--- src/rtl/parser_pkg.sv ---
// Shared type codes, field lengths, FSM states and decoded-message layout
// for the order-message byte-stream parser.
package parser_pkg;

  localparam logic [7:0] MSG_ADD  = 8'h41;
  localparam logic [7:0] MSG_EXEC = 8'h45;
  localparam logic [7:0] MSG_DEL  = 8'h44;

  localparam int OID_BYTES   = 8;
  localparam int PRICE_BYTES = 4;
  localparam int VOL_BYTES   = 4;

  typedef enum logic [1:0] {
    ST_TYPE,
    ST_ORDER_ID,
    ST_PRICE,
    ST_VOLUME
  } parser_state_e;

  typedef struct packed {
    logic [7:0]  msg_type;
    logic [63:0] order_id;
    logic [31:0] price;
    logic [31:0] volume;
  } order_msg_t;

  function automatic logic is_known_type(input logic [7:0] t);
    return (t == MSG_ADD) || (t == MSG_EXEC) || (t == MSG_DEL);
  endfunction

endpackage

--- src/rtl/msg_parser.sv ---
// Big-endian order-message decoder: one byte per cycle in, one decoded
// message per frame out through a single-entry valid/ready register.
module msg_parser
  import parser_pkg::*;
(
  input  logic        clk,
  input  logic        rst_n,
  input  logic [7:0]  in_data,
  input  logic        in_valid,
  output logic        in_ready,
  output logic [7:0]  out_type,
  output logic [63:0] out_order_id,
  output logic [31:0] out_price,
  output logic [31:0] out_volume,
  output logic        out_valid,
  input  logic        out_ready,
  output logic [15:0] msg_count,
  output logic [15:0] err_count
);

  parser_state_e state_q, state_d;
  logic [2:0]    cnt_q, cnt_d;
  logic [7:0]    type_q, type_d;
  logic [63:0]   oid_q, oid_d;
  logic [31:0]   price_q, price_d;
  logic [31:0]   vol_q, vol_d;

  order_msg_t    out_q;
  logic          out_valid_q;
  logic [15:0]   msg_cnt_q, err_cnt_q;

  logic          accept;
  logic          complete;
  logic          drop;

  function automatic logic [15:0] sat_inc(input logic [15:0] v);
    return (v == 16'hFFFF) ? v : v + 16'd1;
  endfunction

  // A held message only blocks input if it is not being consumed this cycle,
  // so a started frame can always run to completion.
  assign in_ready = !out_valid_q || out_ready;
  assign accept   = in_valid && in_ready;

  always_comb begin
    state_d  = state_q;
    cnt_d    = cnt_q;
    type_d   = type_q;
    oid_d    = oid_q;
    price_d  = price_q;
    vol_d    = vol_q;
    complete = 1'b0;
    drop     = 1'b0;
    if (accept) begin
      case (state_q)
        ST_TYPE: begin
          if (is_known_type(in_data)) begin
            type_d  = in_data;
            oid_d   = '0;
            price_d = '0;
            vol_d   = '0;
            cnt_d   = '0;
            state_d = ST_ORDER_ID;
          end else begin
            drop = 1'b1;
          end
        end
        ST_ORDER_ID: begin
          oid_d = {oid_q[55:0], in_data};
          if (cnt_q == 3'(OID_BYTES - 1)) begin
            cnt_d = '0;
            if (type_q == MSG_ADD) begin
              state_d = ST_PRICE;
            end else if (type_q == MSG_EXEC) begin
              state_d = ST_VOLUME;
            end else begin
              complete = 1'b1;
              state_d  = ST_TYPE;
            end
          end else begin
            cnt_d = cnt_q + 3'd1;
          end
        end
        ST_PRICE: begin
          price_d = {price_q[23:0], in_data};
          if (cnt_q == 3'(PRICE_BYTES - 1)) begin
            cnt_d   = '0;
            state_d = ST_VOLUME;
          end else begin
            cnt_d = cnt_q + 3'd1;
          end
        end
        ST_VOLUME: begin
          vol_d = {vol_q[23:0], in_data};
          if (cnt_q == 3'(VOL_BYTES - 1)) begin
            cnt_d    = '0;
            complete = 1'b1;
            state_d  = ST_TYPE;
          end else begin
            cnt_d = cnt_q + 3'd1;
          end
        end
        default: state_d = ST_TYPE;
      endcase
    end
  end

  always_ff @(posedge clk) begin
    if (!rst_n) begin
      state_q <= ST_TYPE;
      cnt_q   <= '0;
      type_q  <= '0;
      oid_q   <= '0;
      price_q <= '0;
      vol_q   <= '0;
    end else begin
      state_q <= state_d;
      cnt_q   <= cnt_d;
      type_q  <= type_d;
      oid_q   <= oid_d;
      price_q <= price_d;
      vol_q   <= vol_d;
    end
  end

  // Output register: completion wins over consume, so a new message loads
  // even when the previous one leaves in the same cycle.
  always_ff @(posedge clk) begin
    if (!rst_n) begin
      out_q       <= '0;
      out_valid_q <= 1'b0;
      msg_cnt_q   <= '0;
      err_cnt_q   <= '0;
    end else begin
      if (complete) begin
        out_q       <= '{msg_type: type_q, order_id: oid_d,
                         price: price_d, volume: vol_d};
        out_valid_q <= 1'b1;
        msg_cnt_q   <= sat_inc(msg_cnt_q);
      end else if (out_valid_q && out_ready) begin
        out_valid_q <= 1'b0;
      end
      if (drop) begin
        err_cnt_q <= sat_inc(err_cnt_q);
      end
    end
  end

  assign out_type     = out_q.msg_type;
  assign out_order_id = out_q.order_id;
  assign out_price    = out_q.price;
  assign out_volume   = out_q.volume;
  assign out_valid    = out_valid_q;
  assign msg_count    = msg_cnt_q;
  assign err_count    = err_cnt_q;

endmodule

--- config.mk ---
export PLATFORM = sky130hd
export DESIGN_NAME = msg_parser
export DESIGN_NICKNAME = d
export VERILOG_FILES = /design/src/rtl/parser_pkg.sv /design/src/rtl/msg_parser.sv
export SDC_FILE = /design/constraint.sdc
export NUM_CORES = 1
export LEC_CHECK = 0
export CAP_MARGIN = 20
export CORE_UTILIZATION = 45
export CTS_CLUSTER_DIAMETER = 200
export CTS_CLUSTER_SIZE = 30
export DETAILED_ROUTE_END_ITERATION = 10
export GPL_TIMING_DRIVEN = 0
export PLACE_DENSITY = 0.69
export SLEW_MARGIN = 10
export SYNTH_ARGS = -nofsm -noshare
export SYNTH_HDL_FRONTEND = slang
export SYNTH_SLANG_ARGS = --single-unit
--- constraint.sdc ---
create_clock -name clk -period 2.7 [get_ports clk]
set_clock_uncertainty 0.15 [all_clocks]
set_input_delay 0.54 -clock clk [delete_from_list [all_inputs] [get_ports clk]]
set_output_delay 0.54 -clock clk [all_outputs]
set_load 0.02 [all_outputs]
Word-level counts from Yosys, hierarchy flattened. Cells that the tools add are included.

Input port bits: 12. Output and inout bits: 170. Logic and storage cells: 79. Register bits after elaboration: 310.

Multiplexer cells: 31. Add/sub/neg operators: 3. Reduce and logical (&&, ||, !) cells: 14. Eq/ne operators: 16. Bitwise operators: 2.

Operators by type and width (count): 32-bit 2-to-1 mux (4); 64-bit 2-to-1 mux (2); 32-bit case mux with 2 select lines (2); 64-bit case mux with 2 select lines (1); 8-bit by 7-bit equality test with 1-bit output, second input constant (5); 16-bit by 1-bit adder with 16-bit output, second input constant (2); 16-bit equality test, second input constant (2); 2-bit 2-to-1 mux (6); 1-bit 2-to-1 mux (10); 3-bit 2-to-1 mux (3); 3-bit case mux with 3 select lines (1); 2-bit != test, second input constant (4); 2-bit case mux with 4 select lines (1); 2-bit AND reduction (3); 5-bit AND reduction (1); 2-bit equality test, second input constant (2); 3-bit by 1-bit adder with 3-bit output, second input constant (1); 3-bit by 2-bit equality test with 1-bit output, second input constant (1); 3-bit equality test, second input constant (1); 1-bit logical OR (3); 3-bit AND reduction (1); 2-bit by 1-bit equality test with 1-bit output, second input constant (1); 1-bit logical AND (2); 2-bit logical NOT (1); other kinds (5) (6).

Logic depth before layout (Yosys ltp).
Word-level depth: 7. Depth in mapped cells: 9. Gate-level depth less buffers: 7.

Worst setup path after synthesis. No wires, ideal clock.

Path type: input -> register. Start point: input port out_ready. End point: register out_q (netlist bit out_order_id[61]). Required time: 2418 ps. Library setup time: 132 ps. Data arrival time: 2081 ps. Path slack: 337 ps. Path buffers: 4. Stages: 9. Cells stage by stage: nand2b_1 and2_1 buf_4 a32o_1 buf_2 buf_2 clkbuf_1 o21ai_0 a21oi_1.

Word-level cells in the longest chain between the ends: 3. Elaborated cells on any way between the ends: 4. Classes of those cells: mux: 2; reduce/logical: 2.

RTL lines: from (decl) (RTL line msg_parser.sv:16) `input logic out_ready,`; 1-bit logical OR * (RTL line msg_parser.sv:42) `assign in_ready = !out_valid_q || out_ready;`; 1-bit logical AND * (RTL line msg_parser.sv:43) `assign accept = in_valid && in_ready;`; 64-bit 2-to-1 mux or 1-bit 2-to-1 mux (tied branches) (RTL line msg_parser.sv:54) `if (accept) begin`; to (signal assigned) (RTL line msg_parser.sv:136) `out_q <= '{msg_type: type_q, order_id: oid_d,`; to (decl) (RTL line msg_parser.sv:28) `order_msg_t out_q;`.

Every way passes the cells marked *; elsewhere a longest branch is shown, timed or not. A chain may end at the register's enable or synchronous reset.

Final worst setup path.
Start point: input port in_data[5]. End point: register out_q (netlist bit out_volume[19]).

Word-level cells in the longest chain between the ends: 6. Elaborated cells on any way between the ends: 8. Classes of those cells: eq/ne: 3; mux: 3; reduce/logical: 2.

RTL lines: from (decl) (RTL line msg_parser.sv:8) `input logic [7:0] in_data,`; 8-bit by 7-bit equality test with 1-bit output (RTL line parser_pkg.sv:28) `return (t == MSG_ADD) || (t == MSG_EXEC) || (t == MSG_DEL);`; 1-bit logical OR (RTL line parser_pkg.sv:28); 1-bit logical OR * (RTL line parser_pkg.sv:28); 32-bit 2-to-1 mux * (RTL line msg_parser.sv:57) `if (is_known_type(in_data)) begin`; 32-bit case mux with 2 select lines * (RTL line msg_parser.sv:55) `case (state_q)`; 32-bit 2-to-1 mux * (RTL line msg_parser.sv:54).

Marks and branches as above.

==> impl_results.md <==
- Status: finished clean
- Worst-Margin Slew: 0.930 ns
- CP Max Fanout: 10
- DP Cell Count: 1678
- Port bufs: 180
- Clock share of power: 34.2%
- Ys async rst share: 0%
- Most frequent cells in the layout: dfxtp_1 (310), clkdlybuf4s50_1 (177), a21oi_1 (156)
- First-pass DRT Iterations: 6
- First-pass GRT wire length: 46.0 mm
- Synth area leaders: dfxtp_1 (57%), a22oi_1 (8.8%), a21oi_1 (7.1%)
- Internal: 5.65 mW
- Synth top area share: between 50% and 60%
- Layout cell share with drive strength beyond 1: 5.16%
- Number of library cell types mapped by synthesis: 50
- Overall Global Routing Usage: 23.1%
- Io pins: 182
- WL per Instance: 17.6 um
- Netlist Area Pre-Place: 10900 um^2
- MaxCap Viol Count: 0
- Final Cycle Share: 96.9%
- Yosys Warn Count: 0
- Area Overhead vs Synth: 24.6%
- Grt total ovfl: 0
- Critical path arrival: 2.85 ns
- Nets: 1397
- Number of fill cells: roughly 2200
- Routed WL: roughly 30 mm
- CP required: 2.94 ns
- Critical Path, Cell by Cell: clkdlybuf4s50_1 -> or4_4 -> o31ai_4 -> buf_6 -> nand3b_4 -> buf_6 -> a22oi_1 -> a21oi_1
- Setup repair after global routing missed its margin: true
- ANT cells: 0
- Final min period: ~2.6 ns
- # rows: 56
- CTS max path bufs: 3
- CP max stage cell: clkdlybuf4s50_1
- CP max stage delay: 0.57 ns
- Largest net degree at the start of global routing: 31
- Final hold slack: between 0.3 and 0.4 ns
- Max frequency: 382 MHz
- Vias per cell: 5.59
- Clock Latency Late Sink: 0.50 ns
- Hold violation total from the final report: 0
- Setup violators final: 0
- Comb power frac: 2.6%
- Hold path depth: 2
- VDD IR max: 405 uV
- Die height: between 150 and 200 um
- Clock root cell: clkbuf_16
- Core Box Area: 23700 um^2
- Clock Sinks: 310
- Power per standard cell area: around 530 nW/um^2
- CP Launch Type: primary input
- Final core utilization: between 50% and 60%
- Final std cells w/o fill: 1694
- Initial antenna violation count: 0
- Die Area: 25000 um^2
- Relative slew margins: 38.0%
- Post-synthesis cell count: 1179
- Post-synth EDFFs: 0
- CP dominant cell by count: buf_6
- NetSw: 1.59 mW
- Sw frac: 22.0%
- Initial detailed-routing violation count: 684
- Ys flop type: dfxtp_1
- DR vias: 9477
- Initial Util: a little under half
- Synth Net Count: between 1000 and 1500
- Vias in the first global route: between 8000 and 9000
- Depth of the CTS H-tree: 1
- Yosys top cell by area: dfxtp_1
- Sequential share of the synthesized area: 56.7%
- Worst hold path class: flip-flop to flip-flop
- LEAKAGE: 4.79 nW
- Synthesized flop and latch total: 310
- Die X: 158 um
- Clock buffer count from CTS: 14
- Cts hold-fix bufs: 0
- Reg2Reg Depth: 8
- Commonest non-fill, non-tap cell in the layout: dfxtp_1
- CTS tree: built
- CP Capture Type: flip-flop
- Clock slew at reported path FFs: 0.12 ns
- DRC errors left: 0
- Hpwl dp: 20.9 mm
- Post-route ant nets: 0
- Final slew viol count: 0
- Final Wtd Congestion: 0.898
- Syn avg cell area: 9.28 um^2
- Flop pwr share: 63.2%
- Crit Path Class: primary input to flip-flop
## metrics by stage
stage / setup TNS, ns / setup slack (ns) / total power, mW / area (um^2)
after floorplan: 0 / 0.337 / 4.79 / 10900
after global placement: -165.98 / -0.851 / 4.87 / 13100
after detailed placement: -173.69 / -0.878 / 4.87 / 13100
after CTS: 0 / 0.00661 / 7.27 / 13600
after global routing: -0.0196 / -0.0152 / 7.46 / 13600
final: 0 / 0.0829 / 7.25 / 13600
## path summary, 6_finish.rpt
check,start,end,slack (ns)
worst max-delay path,in_data[5],out_volume[19],0.08
worst min-delay path,cnt_q[1],cnt_q[1],0.32
worst max register to register,flip-flop,out_order_id[15],0.18
worst min register to register,cnt_q[1],cnt_q[1],0.32
## layer usage
metal  up-vias  track usage, %  routed length [um]  share of wire [%]
met2       253            37.0               13700                 46
met3        25            2.30                1410                4.7
met4         0            4.72                 392                1.3
li1       4622               -                   -                  -
met1      4577            33.7               14300                 48
met5         -               0                   0                  0
## critical path, delay by kind of cell
kind / cells / cell delay (ns)
buffers and inverters: 3 / 0.95
AO/OA/AOI/OAI: 3 / 0.68
AND/OR/NAND/NOR: 2 / 0.67
## what timing repair did
action                                  CTS  global route
cloned                                    0             0
resized for setup                        11            35
pin swaps                                 1             0
endpoints found under the hold margin     0             0
buffers inserted                          1             0
endpoints found under the setup margin  202           229
## logic make-up (layout without fill, tap and decap cells)
logic type,Yosys count,after routing,share of synthesized area (%)
DFF,310,310,56.7
xor gates and xnor gates,5,5,0.400
AOI/OAI and AO/OA,447,447,24.2
muxes,9,9,0.823
adders and majority gates,10,10,1.14
and+or+nand+nor,289,289,12.6
buffers and inverters,109,305,4.13
## power groups by stage
stage / combinational (mW) / clock (mW) / sequential [mW]
6_report: 0.188 / 2.48 / 4.58
5_1_grt: 0.203 / 2.68 / 4.58
4_1_cts: 0.187 / 2.50 / 4.58
3_5_place_dp: 0.185 / 0 / 4.69
3_3_place_gp: 0.183 / 0 / 4.69
2_1_floorplan: 0.0988 / 0 / 4.69
## Yosys cell counts (5+ instances only)
master    number
dfxtp_1      310
a21oi_1      156
nor2_1       149
o21ai_0      139
a22oi_1      128
clkbuf_1      86
nand2_1       47
and3_1        14
nand3_1       13
nand4_1       13
ha_1          10
inv_1          9
mux2i_1        9
or3_1          9
buf_2          7
nand2b_1       7
nor4b_1        6
or4_1          6
nor4_1         5
xnor2_1        5
## flip-flops by register name, indices dropped and copies added, names as in the netlist, named ones only
register and flops:
cnt_q 3, err_count 16, msg_count 16, oid_q 64, out_order_id 64, out_price 32, out_type 8, out_valid 1
out_volume 32, price_q 32, state_q 1, type_q 8, vol_q 32
## final cells by class
cell class | instances | area [um^2] | share of cell area (%)
Sequential cell | 310 | 6210 | 45.5
Buffer | 99 | 437 | 3.20
Multi-Input combinational cell | 760 | 4360 | 31.9
Clock buffer | 15 | 375 | 2.75
Timing Repair Buffer | 181 | 1810 | 13.3
Tap cell | 319 | 399 | 2.93
Clock inverter | 1 | 20.0 | 0.147
Inverter | 9 | 33.8 | 0.248
No activity file was read; power rests on OpenSTA's default activity.
